### src/rtl/fd_pipe_reg_pkg.sv
// pipe_pkg: shared encodings for the IF/ID pipeline register.
package pipe_pkg;
    localparam logic [15:0] NOP_INSTR = 16'h0800;
    localparam logic [4:0]  HALT_OP   = 5'b00000;
    typedef enum logic [1:0] {
        RUN       = 2'b00,
        HALT_SEEN = 2'b01,
        HALTED    = 2'b10
    } state_t;
endpackage

### src/rtl/fd_pipe_reg_dff_en.sv
// dff_en: enabled register with a synchronous reset value.
module dff_en #(
    parameter int           W       = 1,
    parameter logic [W-1:0] RST_VAL = '0
) (
    input  logic         clk,
    input  logic         rst,
    input  logic         en,
    input  logic [W-1:0] d,
    output logic [W-1:0] q
);
    always_ff @(posedge clk)
        if (rst) q <= RST_VAL;
        else if (en) q <= d;
endmodule

### src/rtl/fd_pipe_reg.sv
// fd_pipe_reg: IF/ID register with flush, stall and HALT tracking.
// Optional stall/flush counters when FD_PERF_CNT_EN is defined.
module fd_pipe_reg #(
    parameter int IW = 16,
    parameter int AW = 16
) (
    input  logic          clk,
    input  logic          rst,
    input  logic [IW-1:0] instr_in,
    input  logic [AW-1:0] pc2_in,
    input  logic          fd_nop,
    input  logic          stall,
    output logic [IW-1:0] instr_out,
    output logic [AW-1:0] pc2_out,
    output logic          valid_out,
    output logic          halt_fetch,
    output logic          halted
`ifdef FD_PERF_CNT_EN
    ,
    output logic [15:0]   stall_cnt,
    output logic [15:0]   flush_cnt
`endif
);
    import pipe_pkg::*;
    state_t state, state_n;
    logic load, bubble;
    assign load = fd_nop | ~stall;
    // once a HALT is held, everything behind it is wrong-path and gets bubbled
    assign bubble = fd_nop | (state != RUN);
    dff_en #(.W(IW), .RST_VAL(IW'(NOP_INSTR))) u_instr (
        .clk(clk), .rst(rst), .en(load),
        .d(bubble ? IW'(NOP_INSTR) : instr_in), .q(instr_out)
    );
    dff_en #(.W(AW), .RST_VAL('0)) u_pc2 (
        .clk(clk), .rst(rst), .en(load), .d(pc2_in), .q(pc2_out)
    );
    dff_en #(.W(1), .RST_VAL(1'b0)) u_valid (
        .clk(clk), .rst(rst), .en(load), .d(~bubble), .q(valid_out)
    );
    always_ff @(posedge clk)
        if (rst) state <= RUN;
        else state <= state_n;
    always_comb
        state_n = fd_nop ? (state == HALTED ? HALTED : RUN) :
                  stall  ? state :
                  state == RUN ? (instr_in[IW-1:IW-5] == HALT_OP ? HALT_SEEN : RUN) :
                  HALTED;
    always_comb begin
        halt_fetch = state != RUN;
        halted     = state == HALTED;
    end
`ifdef FD_PERF_CNT_EN
    always_ff @(posedge clk)
        if (rst) begin
            stall_cnt <= '0;
            flush_cnt <= '0;
        end else begin
            if (fd_nop && flush_cnt != 16'hFFFF) flush_cnt <= flush_cnt + 16'd1;
            if (stall && !fd_nop && stall_cnt != 16'hFFFF) stall_cnt <= stall_cnt + 16'd1;
        end
`endif
endmodule

### config.mk
export PLATFORM = sky130hd
export DESIGN_NAME = fd_pipe_reg
export DESIGN_NICKNAME = d
export VERILOG_FILES = /design/src/rtl/fd_pipe_reg_pkg.sv /design/src/rtl/fd_pipe_reg_dff_en.sv /design/src/rtl/fd_pipe_reg.sv
export SDC_FILE = /design/constraint.sdc
export NUM_CORES = 1
export LEC_CHECK = 0
export CORE_MARGIN = 2
export CORE_UTILIZATION = 36
export DETAILED_ROUTE_END_ITERATION = 8
export MAX_ROUTING_LAYER = met4
export PLACE_DENSITY = 0.76
export SLEW_MARGIN = 20
export SYNTH_ARGS = -nofsm -noshare
export SYNTH_HDL_FRONTEND = slang
export SYNTH_HIERARCHICAL = 1
export SYNTH_SLANG_ARGS = --single-unit
### constraint.sdc
create_clock -name clk -period 1.1 [get_ports clk]
set_input_delay 0.22 -clock clk [delete_from_list [all_inputs] [get_ports clk]]
set_output_delay 0.22 -clock clk [all_outputs]
set_load 0.01 [all_outputs]
Yosys cells after proc, flatten, opt, wreduce, memory -nomap -nowiden. Cells that the tools add are included. W data, S select, Z words.

Register bits after elaboration: 35. Output and inout port bits: 35. Word-level logic and storage cells: 19.

Eq/ne operators: 2. Muxes and demuxes: 6. Bitwise gates (word level): 4. Reductions and logical operators: 3.

Operator list (number): $mux W16 (1); $mux W2 (4); $logic_not A5 Y1 (1); $eq A2 B2 Y1 const B (1); $logic_not A2 Y1 (1); $ne A2 B2 Y1 const B (1); $not A1 Y1 (2); $or A1 B1 Y1 (2); $reduce_bool A2 Y1 (1); $mux W1 (1).

Depth between registers and ports, before layout.
Depth after elaboration: 5. Depth in mapped cells: 5.

Hierarchy. The synthesis kept the hierarchy.

By module, submodules not included: dff_en (u_instr) (times used 1, cells each 52, area each 581.8 µm², seq. area each 320.3 µm²); dff_en (u_pc2) (times used 1, cells each 52, area each 580.6 µm², seq. area each 320.3 µm²); fd_pipe_reg (times used 1, cells each 31, area each 250.2 µm², seq. area each 40.0 µm²); dff_en (u_valid) (times used 1, cells each 3, area each 33.8 µm², seq. area each 20.0 µm²).

Least setup slack after synthesis. OpenSTA, ideal clock, no wires.

Kind: register -> register. Start: register state[0]. End: register u_instr.q[11]. Arrival time: 0.984 ns. Path slack: -0.003 ns. Stages on the path, launching flop included: 4. Buffers on the path: 0. Clock period less this slack: 1.103 ns. Path through: dfxtp_1 > nor3_4 > nand2b_1 > a211o_1.

Word-level cells in the longest chain between the ends: 3.

Ends and longest elaborated chain: start: declaration (line fd_pipe_reg.sv:25) `state_t state, state_n;`; start signal: assignment (line fd_pipe_reg.sv:42) `else state <= state_n;`; $reduce_bool A2 Y1 (line fd_pipe_reg.sv:29) `assign bubble = fd_nop | (state != RUN);`; $or A1 B1 Y1 (line fd_pipe_reg.sv:29); $mux W16 (line fd_pipe_reg.sv:32) `.d(bubble ? IW'(NOP_INSTR) : instr_in), .q(instr_out)`; end signal: assignment (line fd_pipe_reg_dff_en.sv:13) `if (rst) q <= RST_VAL;`; end signal: assignment (line fd_pipe_reg_dff_en.sv:14) `else if (en) q <= d;`; end: declaration (line fd_pipe_reg_dff_en.sv:10) `output logic [W-1:0] q`.

No other way between the ends. A chain may end at the register's enable or synchronous reset.

Final worst setup path.
Start: register state[0]. End: register u_instr.q[9].

The elaborated chain is that of the path after synthesis.

==> summary.txt <==
STA
  – Fin. max-slew vios: 0
  – Final setup viols: 18
  – Worst slew margin: 79.3%
  – Hold Vio Cnt, Final: 0
  – Final setup margin: -0.147 ns
  – Worst-Margin Slew: slightly above 0.3 ns
  – RSZ-0062 raised after global routing: true
  – Fin crit period: 1.25 ns
  – Clock Skews: approximately 0.0031 ns
  – Fin crit share: 113%
  – Max frequency: approximately 0.80 GHz

Global routing
  – GR Overflow Total: 0
  – Global-route wire length before repair: between 4 and 5 mm
  – Largest net degree at the start of global routing: 11
  – Initial antenna violation count: 0
  – Global-route usage over all layers: approximately 14%
  – Vias in the first global route: 1,046

Finish
  – Final core occ: 56.1%
  – Net count, final: between 200 and 300
  – Area delta synth->final: 52.9%
  – Post-Layout Cell Count: roughly 270
  – Ant. Diodes: 0
  – Fraction of final layout cells sized beyond drive strength 1: about 34%

Pwr
  – Pleak: between 0.001 and 0.0015 uW
  – PD cells: 1230 mW/mm^2
  – Worst VDD drop: roughly 0.00075 V

Yosys
  – Synth warn: 6
  – Post-synthesis simple-gate area fraction: about a fifth
  – Cell Area, Synth: 0.00145 sq mm
  – Post-Synth XOR/XNOR Area: 0%
  – Synth cell types: 21
  – Post-synth net total: 174
  – Post-synthesis mux area share: 22.1%
  – Sequential-to-total area share from yosys stat: between 40 and 50%
  – FF+latch count, synth: 35
  – Largest family of logic cells by synthesized area: multiplexers
  – Post-synthesis compound-gate area fraction: between 2 and 2.5%
  – Syn Area/Cell: roughly 10 sq um
  – Post-Synthesis Cells: 138
  – Synth Area in Adders: 0%

Route
  – Overall routed net length: around 3.2 mm
  – Post-route DRC violation count: 0
  – Router iterations before antenna repair: 4
  – Vias/cell: 4.38
  – Drt initial violations: 24
  – Antenna viol nets, final: 0
  – Wire per inst: 11.7 um
  – Vias: 1,187

Worst hold path
  – HP Class: primary input to register
  – Hold Path Origin: fd_nop
  – Hold Path Depth: 2

Critical path
  – R2R Path Start: state[0]
  – Crit-path max cell delay: around 0.33 ns
  – R2r endpoint: u_instr/q[9]
  – Critical-path cell list: buf_6 > nor3_4 > buf_6 > and2_2 > mux2i_1 > nor2_1
  – Worst EP required: ~1.3 ns
  – Most used cell, CP: buf_6
  – Critical path's slowest cell: dfxtp_2
  – Arr. time, crit path: about 1.5 ns
  – Worst-path fanout max: 8
  – R2R Setup Slk: -0.15 ns
  – Critical path class: register to register
  – Worst setup EP type: register
  – R2r worst-path depth: 6
  – Buf+Inv Stages, Crit Path: 2
  – Crit path max-delay family: simple AND/OR/NAND/NOR gates
  – Crit start category: register

Floorplan
  – Total core area: 0.00394 sq mm
  – Starting density of the core: between 30% and 40%
  – Die width: slightly below 70 um
  – Die area: 0.00454 sq mm
  – Row count: 23
  – Die H: 67.4 um
  – I/O Pins: approximately 70

Clocking
  – Clock sink total: 35
  – Clock root buffer: clkbuf_8
  – Clock transition at path regs: about 0.07 ns
  – CTS max path bufs: 2
  – TritonCTS Buffers: 5
  – Skew-Pair Late Insertion Delay: around 0.28 ns
  – H-tree levels: 2
  – CTS tree: yes
  – # Post-CTS Setup Buffers: 0
  – Post-CTS Hold Fix Bufs: 0

Status
  – Status: complete, but fails checks
  – Violated checks: setup timing

Placement
  – Port bufs: 70
  – Dpl cells: ~260
  – Detailed-placement wirelength estimate: ~2.4 mm
  – Placer congestion estimate: 0.678

Job
  – MaxCap Viol Count: 0
[layout make-up]
type / instances / area, sq um
clock buffers: 7 / 76.3
clock inverters: 1 / 5.00
fillers: 368 / 1730
inverters: 2 / 7.51
multi-input cells: 92 / 662
flip-flops and latches: 35 / 704
well taps: 50 / 62.6
repair buffers: 84 / 694
[registers in the layout, summed over array words and instances, names as in the netlist, named ones only]
name	flops
u_valid/q	1
u_instr/q	16
state	1
u_pc2/q	16
[cell families (layout without fill, tap and decap cells)]
logic type      Yosys count  after routing
mux                      32             32
simple gates             56             56
compound gates            4              4
buf+inv                  11             94
flops                    35             35
[worst max path at each step]
stage               startpoint       endpoint  slack [ns]  depth (start not counted)
global placement        fd_nop   u_instr/q[5]       -0.43                          5
finish                state[0]   u_instr/q[9]       -0.15                          6
CTS                   state[0]   u_instr/q[9]       -0.17                          6
floorplan               fd_nop  u_instr/q[11]      0.0007                          4
detailed placement      fd_nop   u_instr/q[9]       -0.47                          5
global route          state[0]   u_instr/q[9]       -0.27                          6
[report_power, final]
group,total [uW],switching (uW),internal [uW]
clock,866,423,444
sequential,1370,33.7,1340
combinational,477,192,286
[synthesized netlist by cell type]
cell type / number / area [sq um]
mux2i_1: 32 / 320
buf_6: 3 / 33.8
nand2b_1: 2 / 12.5
buf_2: 2 / 10.0
nor3_1: 1 / 5.00
buf_12: 2 / 40.0
buf_1: 1 / 3.75
nor3_4: 1 / 16.3
and2_2: 15 / 113
and2b_2: 1 / 8.76
o32ai_1: 1 / 8.76
nor2_1: 33 / 124
dfxtp_1: 35 / 701
a21oi_1: 1 / 5.00
nand3_1: 1 / 5.00
a211o_1: 1 / 8.76
inv_1: 2 / 7.51
clkbuf_1: 1 / 3.75
a211oi_1: 1 / 7.51
nor2b_1: 1 / 6.26
or2_2: 1 / 6.26
[what timing repair did]
action	in CTS	in global routing
setup endpoints to repair	69	65
pin swaps	2	1
resized for setup	80	39
[stage by stage]
step	setup WS [ns]	hold WS, ns	TNS (ns)	power (uW)	cell area (sq um)
after floorplan	0.000694	0.292	0	1630	1450
after global placement	-0.432	0.471	-14.16	1920	2230
after detailed placement	-0.472	0.482	-15.19	1930	2230
after CTS	-0.166	0.361	-2.37	2790	2320
after global routing	-0.275	0.378	-3.80	2850	2210
final	-0.147	0.371	-2.08	2710	2210
[per-layer routing]
layer	vias to the layer above	GRT usage (%)	share of wire (%)
li1	612	-	-
met1	539	17.3	45
met2	34	22.8	48
met3	2	4.67	5.6
met4	0	4.59	0.85
met5	-	-	0
[cell usage in the layout, fill, tap and decap left out, drive strengths merged, types with 2 or more instances in the layout]
| cell type | count |
|---|---|
| buf | 16 |
| and2 | 15 |
| nand2b | 2 |
| nor3 | 2 |
| clkdlybuf4s15 | 5 |
| dfxtp | 35 |
| clkbuf | 35 |
| inv | 2 |
| mux2i | 32 |
| clkdlybuf4s50 | 33 |
| nor2 | 33 |
Power figures use the tool's default switching activity.
